[src/rtl/mem_arbiter.sv]
// mem_arbiter
//   Shares one single-port 256x16 data memory between two requesters:
//   port A (CPU datapath) and port B (loader/DMA). Accesses are serialised
//   through a small FSM: IDLE -> SERVE_x -> ACK_x -> IDLE, so every
//   transaction takes three cycles. The memory itself writes on the falling
//   edge, so the write strobe driven during SERVE_x lands mid-cycle. Read
//   data comes back combinationally and is captured at the end of SERVE_x.
//
// Parameters
//   PRIO_MODE  0 = round-robin between A and B, 1 = A has fixed priority
//   MAX_WAIT   fixed-priority mode only: once B has waited this many cycles
//              with its request high, B wins the next contested arbitration
//
// Ports
//   clk, rst                 clock and synchronous active-high reset
//   a_req/a_we/a_addr/a_wdata   port A request (held until a_ack)
//   a_ack, a_rdata           one-cycle completion pulse, captured read data
//   b_*                      same set for port B
//   mem_wr/mem_addr/mem_wdata   memory write strobe, address, write data
//   mem_rdata                memory read data (combinational from memory)
//   busy                     high whenever a transaction is in flight
module mem_arbiter #(
  parameter int PRIO_MODE = 0,
  parameter int MAX_WAIT  = 8
) (
  input  logic        clk,
  input  logic        rst,
  input  logic        a_req,
  input  logic        a_we,
  input  logic [7:0]  a_addr,
  input  logic [15:0] a_wdata,
  output logic        a_ack,
  output logic [15:0] a_rdata,
  input  logic        b_req,
  input  logic        b_we,
  input  logic [7:0]  b_addr,
  input  logic [15:0] b_wdata,
  output logic        b_ack,
  output logic [15:0] b_rdata,
  output logic        mem_wr,
  output logic [7:0]  mem_addr,
  output logic [15:0] mem_wdata,
  input  logic [15:0] mem_rdata,
  output logic        busy
);

  typedef enum logic [2:0] {
    IDLE    = 3'd0,
    SERVE_A = 3'd1,
    SERVE_B = 3'd2,
    ACK_A   = 3'd3,
    ACK_B   = 3'd4
  } state_t;

  localparam logic [7:0] MAX_WAIT_CNT = 8'(MAX_WAIT);

  state_t      state_reg;
  logic        last_grant_reg;   // 0 = A was served last, 1 = B
  logic [7:0]  wait_cnt_reg;     // cycles B has been kept waiting
  logic        a_ack_reg;
  logic        b_ack_reg;
  logic [15:0] a_rdata_reg;
  logic [15:0] b_rdata_reg;
  logic        pick_b;

  assign a_ack   = a_ack_reg;
  assign b_ack   = b_ack_reg;
  assign a_rdata = a_rdata_reg;
  assign b_rdata = b_rdata_reg;
  assign busy    = (state_reg != IDLE);

  // Arbitration decision, only consumed in IDLE. A lone request always
  // wins; a tie goes to the port not served last (round-robin) or to A
  // unless B has waited long enough (fixed priority).
  always_comb begin
    pick_b = 1'b0;
    if (a_req && b_req) begin
      if (PRIO_MODE == 0) begin
        pick_b = ~last_grant_reg;
      end else begin
        pick_b = (wait_cnt_reg >= MAX_WAIT_CNT);
      end
    end else begin
      pick_b = b_req;
    end
  end

  // Memory bus is driven only while serving. The write strobe is gated by
  // rst so a reset landing on a SERVE cycle can never corrupt memory.
  always_comb begin
    mem_wr    = 1'b0;
    mem_addr  = 8'h00;
    mem_wdata = 16'h0000;
    case (state_reg)
      SERVE_A: begin
        mem_wr    = a_we & ~rst;
        mem_addr  = a_addr;
        mem_wdata = a_wdata;
      end
      SERVE_B: begin
        mem_wr    = b_we & ~rst;
        mem_addr  = b_addr;
        mem_wdata = b_wdata;
      end
      default: begin
        mem_wr    = 1'b0;
        mem_addr  = 8'h00;
        mem_wdata = 16'h0000;
      end
    endcase
  end

  always_ff @(posedge clk) begin
    if (rst) begin
      state_reg      <= IDLE;
      last_grant_reg <= 1'b1;    // pretend B went last so A wins the first tie
      wait_cnt_reg   <= 8'h00;
      a_ack_reg      <= 1'b0;
      b_ack_reg      <= 1'b0;
      a_rdata_reg    <= 16'h0000;
      b_rdata_reg    <= 16'h0000;
    end else begin
      // Starvation counter: only meaningful with fixed priority. It runs
      // while B is pending and not being handled, and saturates.
      if (PRIO_MODE == 0 || !b_req || state_reg == SERVE_B || state_reg == ACK_B) begin
        wait_cnt_reg <= 8'h00;
      end else if (wait_cnt_reg != 8'hFF) begin
        wait_cnt_reg <= wait_cnt_reg + 8'd1;
      end

      case (state_reg)
        IDLE: begin
          if (a_req || b_req) begin
            state_reg <= pick_b ? SERVE_B : SERVE_A;
          end
        end
        SERVE_A: begin
          if (!a_we) begin
            a_rdata_reg <= mem_rdata;
          end
          a_ack_reg      <= 1'b1;
          last_grant_reg <= 1'b0;
          state_reg      <= ACK_A;
        end
        SERVE_B: begin
          if (!b_we) begin
            b_rdata_reg <= mem_rdata;
          end
          b_ack_reg      <= 1'b1;
          last_grant_reg <= 1'b1;
          state_reg      <= ACK_B;
        end
        // The ACK cycle ignores requests, so a requester still holding req
        // is not served twice for the same handshake.
        ACK_A: begin
          a_ack_reg <= 1'b0;
          state_reg <= IDLE;
        end
        ACK_B: begin
          b_ack_reg <= 1'b0;
          state_reg <= IDLE;
        end
        default: begin
          state_reg <= IDLE;
        end
      endcase
    end
  end

endmodule

[config.mk]
export PLATFORM = sky130hd
export DESIGN_NAME = mem_arbiter
export DESIGN_NICKNAME = d
export VERILOG_FILES = /design/src/rtl/mem_arbiter.sv
export SDC_FILE = /design/constraint.sdc
export NUM_CORES = 1
export LEC_CHECK = 0
export CORE_ASPECT_RATIO = 0.7
export CORE_MARGIN = 10
export CORE_UTILIZATION = 37
export CTS_BUF_LIST = sky130_fd_sc_hd__clkbuf_2
export DETAILED_ROUTE_END_ITERATION = 12
export PLACE_DENSITY = 0.88
export RECOVER_POWER = 25
export SLEW_MARGIN = 10
export SYNTH_ARGS = -nofsm -noshare
export SYNTH_HDL_FRONTEND = slang
export SYNTH_SLANG_ARGS = --single-unit
export TNS_END_PERCENT = 50
[constraint.sdc]
create_clock -name clk -period 3.8 [get_ports clk]
set_clock_uncertainty 0.05 [all_clocks]
set_input_delay 0.76 -clock clk [delete_from_list [all_inputs] [get_ports clk]]
set_output_delay 0.76 -clock clk [all_outputs]
set_load 0.005 [all_outputs]
======== After elaboration in Yosys (flattened, before gate mapping) ========
Cells that the tools add are included.
word-level totals
  output and inout port bits .............. 60
  logic and storage cells ................. 36
  bits in registers ....................... 38
cells by class
  reductions and logical operators ........ 9
  bitwise operators ....................... 6
  equality and inequality tests ........... 5
  multiplexer cells ....................... 10
operators by type and width
  kind                                                                   number
  16-bit case mux with 2 select lines                                    1
  8-bit case mux with 2 select lines                                     1
  3-bit case mux with 3 select lines                                     1
  1-bit case mux with 2 select lines                                     4
  3-bit by 2-bit equality test with 1-bit output, second input constant  2
  2-bit nonzero test                                                     3
  1-bit inverter                                                         4
  2-bit AND reduction                                                    2
  3-bit by 1-bit equality test with 1-bit output, second input constant  1
  3-bit equality test, second input constant                             1
  3-bit zero test                                                        1
  3-bit two-way mux                                                      1
  3-bit nonzero test                                                     1
  1-bit AND                                                              2
  2-bit two-way mux                                                      1
  2-bit inequality test, second input constant                           1
  1-bit logical AND                                                      1
  1-bit logical OR                                                       1
  1-bit two-way mux                                                      1

======== Longest topological paths before layout ========
  word-level depth ........................ 5
  depth in mapped cells ................... 6

======== Worst setup path after synthesis ========
OpenSTA, ideal clock, no wires.
  kind .................................... reg-to-output
  start point ............................. register state_reg[0]
  end point ............................... output mem_addr[1]
  stages on the path, launching flop included .. 6
  path buffers ............................ 3
  slack ................................... 1735 ps
  arrival time ............................ 1255 ps
  cell sequence ........................... dfxtp_1 > buf_2 > nor3b_1 > buf_2 > buf_2 > a22o_1
between the ends
  word-level cells in the longest chain between the ends .. 2
RTL lines
  what                                                                                                              RTL line  text
  start, declared                                                                                                   57        state_t state_reg;
  start signal, assigned                                                                                            134       state_reg <= pick_b ? SERVE_B : SERVE_A;
  3-bit by 2-bit equality test with 1-bit output or 3-bit by 1-bit equality test with 1-bit output (tied branches)  94        case (state_reg)
  8-bit case mux with 2 select lines (*)                                                                            94
  end, declared                                                                                                     41        output logic [7:0] mem_addr,
Mark *: on every way between the ends. The rest lies on a longest branch, timed or not.

======== Final worst setup path ========
  start point ............................. register state_reg[0]
  end point ............................... output mem_wdata[13]
between the ends
  word-level cells in the longest chain between the ends .. 2
RTL lines
  what                                                                                                              RTL line  text
  3-bit by 2-bit equality test with 1-bit output or 3-bit by 1-bit equality test with 1-bit output (tied branches)  94
  16-bit case mux with 2 select lines (*)                                                                           94
  end, declared                                                                                                     42        output logic [15:0] mem_wdata,
Marked as above.

==> results_tabular.tex <==
\begin{tabular}{lr}
\hline
Metric & Value \\
\hline
\multicolumn{2}{l}{\textbf{Clock tree}} \\
\quad Setup Buffers After CTS & 0 \\
\quad Cts-stage hold buffer count & 0 \\
\quad Buffer cell driving the clock tree root & sky130\_fd\_sc\_hd\_\_clkbuf\_2 \\
\quad CTS tree & yes \\
\quad Number of buffers added by the clock tree synthesis step & 5 \\
\quad Clock insertion delay at the later pin of the skew report & 360 ps \\
\quad Number of resized instances in the post-cts repair step & 0 \\
\quad Clock transition time at the flip-flop clock pins of the worst setup and hold paths & 170 ps \\
\quad Sink count of the clock tree & 38 \\
\quad Longest Clk Path Bufs & 2 \\
\quad H-tree levels & 2 \\
\multicolumn{2}{l}{\textbf{Worst hold path}} \\
\quad Hold Path Origin & b\_rdata[3]\$\_SDFFE\_PP0P\_ \\
\quad HP Class & register to register \\
\multicolumn{2}{l}{\textbf{Timing}} \\
\quad Share of the clock period used by the worst path after layout & 88.29\% \\
\quad Setup repair after global routing missed its margin & false \\
\quad Min Tclk post-route & 3355 ps \\
\quad Final hold violations & 0 \\
\quad Worst hold slack after final layout & 419.3 ps \\
\quad Transition time at the pin with the least slew margin & 1670 ps \\
\quad Worst rel slew slack & -11.31\% \\
\quad Setup Total Neg Slack & 0 ps \\
\quad Achievable clock frequency & 298.1 MHz \\
\quad Number of max-slew violations in the final report & 39 \\
\quad Setup violators final & 0 \\
\multicolumn{2}{l}{\textbf{GRT}} \\
\quad Total global routing overflow & 0 \\
\quad Number of global-route vias before repair & 1834 \\
\quad Fraction of met3 tracks used by global routing & 6.431\% \\
\quad Busiest layer in global routing & met2 \\
\quad Pin count of the biggest net entering global routing & 39 \\
\quad Global-route track usage on met2 & 26.69\% \\
\quad Met1 routing resource usage after global routing & 18.54\% \\
\quad Wire length of the first global-routing pass & 9977 um \\
\quad Overall routing resource usage & 15.97\% \\
\quad Initial antenna violation count & 0 \\
\multicolumn{2}{l}{\textbf{Floorplanning}} \\
\quad Horizontal die dimension & 100.7 um \\
\quad Floorplan Core Area & 4379 sq um \\
\quad Cell Rows & 20 \\
\quad Total Die Area & 7702 sq um \\
\quad Die Height & 76.49 um \\
\quad Initial core utilization & 38.51\% \\
\quad Number of top-level pins & 130 \\
\multicolumn{2}{l}{\textbf{Power and ir drop}} \\
\quad Leakage dissipation & 1.084 nW \\
\quad Pwr dens & 324.7 nW/um\^{}2 \\
\quad Max IR drop VDD & 164.2 uV \\
\multicolumn{2}{l}{\textbf{Detailed routing}} \\
\quad Final routed DRC violation total & 0 \\
\quad Routed wirelength normalized by instance count & 17.20 um \\
\quad Routed vias & 1854 \\
\quad Ratio of routed vias to standard cells & 4.892 \\
\quad Post-route ant nets & 0 \\
\quad Drt first pass iters & 6 \\
\quad First DRT Iteration DRCs & 81 \\
\quad Detailed Route WL & 6519 um \\
\multicolumn{2}{l}{\textbf{Critical path}} \\
\quad Largest fanout of any net on the critical path & 21 \\
\quad Origin of the worst setup path & state\_reg[0]\$\_SDFFE\_PP0P\_ \\
\quad Worst-case register-to-register setup slack & 1940 ps \\
\quad Type of element capturing the critical path & output port \\
\quad Cell-by-cell trace of the critical path & nor3b\_2 -> buf\_4 -> a22o\_1 -> clkdlybuf4s50\_1 \\
\quad Required arrival time at the worst endpoint & 2990 ps \\
\quad Critical path start-end classification & register to output port \\
\quad Arrival time of the worst setup path & 2540 ps \\
\quad Worst setup SP type & register \\
\quad Maximum single-stage delay on the critical path & 590 ps \\
\quad Cell type of the slowest stage on the worst timing path & sky130\_fd\_sc\_hd\_\_dfxtp\_1 \\
\quad Reg2Reg Launch Point & state\_reg[2]\$\_SDFFE\_PP0P\_ \\
\multicolumn{2}{l}{\textbf{Logic synthesis}} \\
\quad Most used standard cells in the synthesized netlist & sky130\_fd\_sc\_hd\_\_nand2\_1 (63), sky130\_fd\_sc\_hd\_\_dfxtp\_1 (38), sky130\_fd\_sc\_hd\_\_a21oi\_1 (34) \\
\quad Post-synth top flop & sky130\_fd\_sc\_hd\_\_dfxtp\_1 \\
\quad Average footprint of a synthesized cell & 8.350 sq um \\
\quad Synth Register Bits & 38 \\
\quad Number of enable-type register cells in the synthesized netlist & 0 \\
\quad Sequential fraction of the synthesis area & 45.10\% \\
\quad Most repeated cell in the gate-level netlist after synthesis & sky130\_fd\_sc\_hd\_\_nand2\_1 \\
\quad Post-synth top area cell & sky130\_fd\_sc\_hd\_\_dfxtp\_1 \\
\quad FFs w/ async S/R, synth & 0\% \\
\quad Area of the mapped netlist & 1687 sq um \\
\quad Top cell type's share of synthesized area & 45.10\% \\
\quad Synth cell types & 23 \\
\quad Mapped Cells & 202 \\
\quad Net count after synthesis & 272 \\
\quad Ranking of synthesized cells by area & sky130\_fd\_sc\_hd\_\_dfxtp\_1 (45\%), sky130\_fd\_sc\_hd\_\_nand2\_1 (14\%), sky130\_fd\_sc\_hd\_\_a22o\_1 (12\%) \\
\quad Synth warnings & 0 \\
\multicolumn{2}{l}{\textbf{Job}} \\
\quad Max-capacitance violation count & 1 \\
\multicolumn{2}{l}{\textbf{Final layout}} \\
\quad Area growth, synth to finish & 77.75\% \\
\quad Final instance count without filler cells & 379 \\
\quad Area taken by multi-input logic gates & 815.8 sq um \\
\quad Layout net count & 394 \\
\quad Filler cells & 368 \\
\quad Number of inserted diodes & 0 \\
\quad Flip-flop and latch area & 760.7 sq um \\
\quad Share of cells above drive strength 1 & 4.630\% \\
\multicolumn{2}{l}{\textbf{Status}} \\
\quad Violated checks & max-capacitance violations, max-slew violations \\
\quad Outcome & finished, violations left \\
\multicolumn{2}{l}{\textbf{Place}} \\
\quad DP Cell Count & 372 \\
\quad I/O Buffers & 129 \\
\quad Gpl congestion & 0.8062 \\
\quad Detailed Place HPWL & 5172 um \\
\hline
\end{tabular}
-- power breakdown --
group / switching, W / internal, W
Clock: 0.000130 / 0.0000400
Combinational: 0.000133 / 0.000223
Sequential: 0.0000236 / 0.000424
-- worst paths after layout --
path | end | cells past startpoint
max | mem_wdata[13] | 4
min | b_rdata[3]$_SDFFE_PP0P_ | 2
max reg2reg | b_rdata[6]$_SDFFE_PP0P_ | 3
min reg2reg | b_rdata[3]$_SDFFE_PP0P_ | 2
-- per-stage QoR --
stage | utilization [%] | instance area [sq um] | setup WS, ps | total power (W)
global route | 68.46 | 2998 | 204.5 | 0.001029
CTS | 68.54 | 3002 | 394.4 | 0.0009824
floorplan | - | 1687 | 1735 | 0.0005940
global placement | 67.74 | 2967 | 865.5 | 0.0008113
detailed placement | 67.74 | 2967 | 845.9 | 0.0008170
finish | 68.46 | 2998 | 445.2 | 0.0009734
-- routing by layer --
| layer | share of wire (%) | up-vias |
|---|---|---|
| met5 | 0 | - |
| met4 | 0.91 | 0 |
| met3 | 8.5 | 8 |
| met2 | 51 | 64 |
| met1 | 40 | 844 |
| li1 | - | 938 |
-- worst max-delay path, delay by kind of cell, from the launching register on --
kind,cells,cell delay [ps]
flops,1,590
simple gates,1,550
compound gates,1,160
buf+inv,2,880
-- placed cells by master (no fill, tap or decap), types with 2 or more instances in the layout --
cell type,n
sky130_fd_sc_hd__dlygate4sd3_1,7
sky130_fd_sc_hd__a22o_1,24
sky130_fd_sc_hd__nor2b_1,2
sky130_fd_sc_hd__o21ai_0,2
sky130_fd_sc_hd__or4b_1,2
sky130_fd_sc_hd__clkinv_2,2
sky130_fd_sc_hd__nand2_1,63
sky130_fd_sc_hd__nor2_1,5
sky130_fd_sc_hd__inv_1,2
sky130_fd_sc_hd__dfxtp_1,38
sky130_fd_sc_hd__clkbuf_2,5
sky130_fd_sc_hd__nand2_2,2
sky130_fd_sc_hd__nor4b_4,2
sky130_fd_sc_hd__buf_4,2
sky130_fd_sc_hd__clkdlybuf4s50_1,122
sky130_fd_sc_hd__a31oi_1,2
sky130_fd_sc_hd__a21oi_1,34
-- cell families after synthesis --
group	count (synthesis)	share of synthesized area [%]
and+or+nand+nor	81	23.29
buffers and inverters	19	6.825
DFF	38	45.10
AOI/OAI and AO/OA	64	24.78
-- final cells by class --
cell class	instances	area share (%)
flip-flops and latches	38	25.38
clock inverters	2	0.3339
repair buffers	132	43.70
clock buffers	5	0.8347
well taps	55	2.295
inverters	2	0.2504
multi-input cells	145	27.21
(Power assumes the default switching activity.)
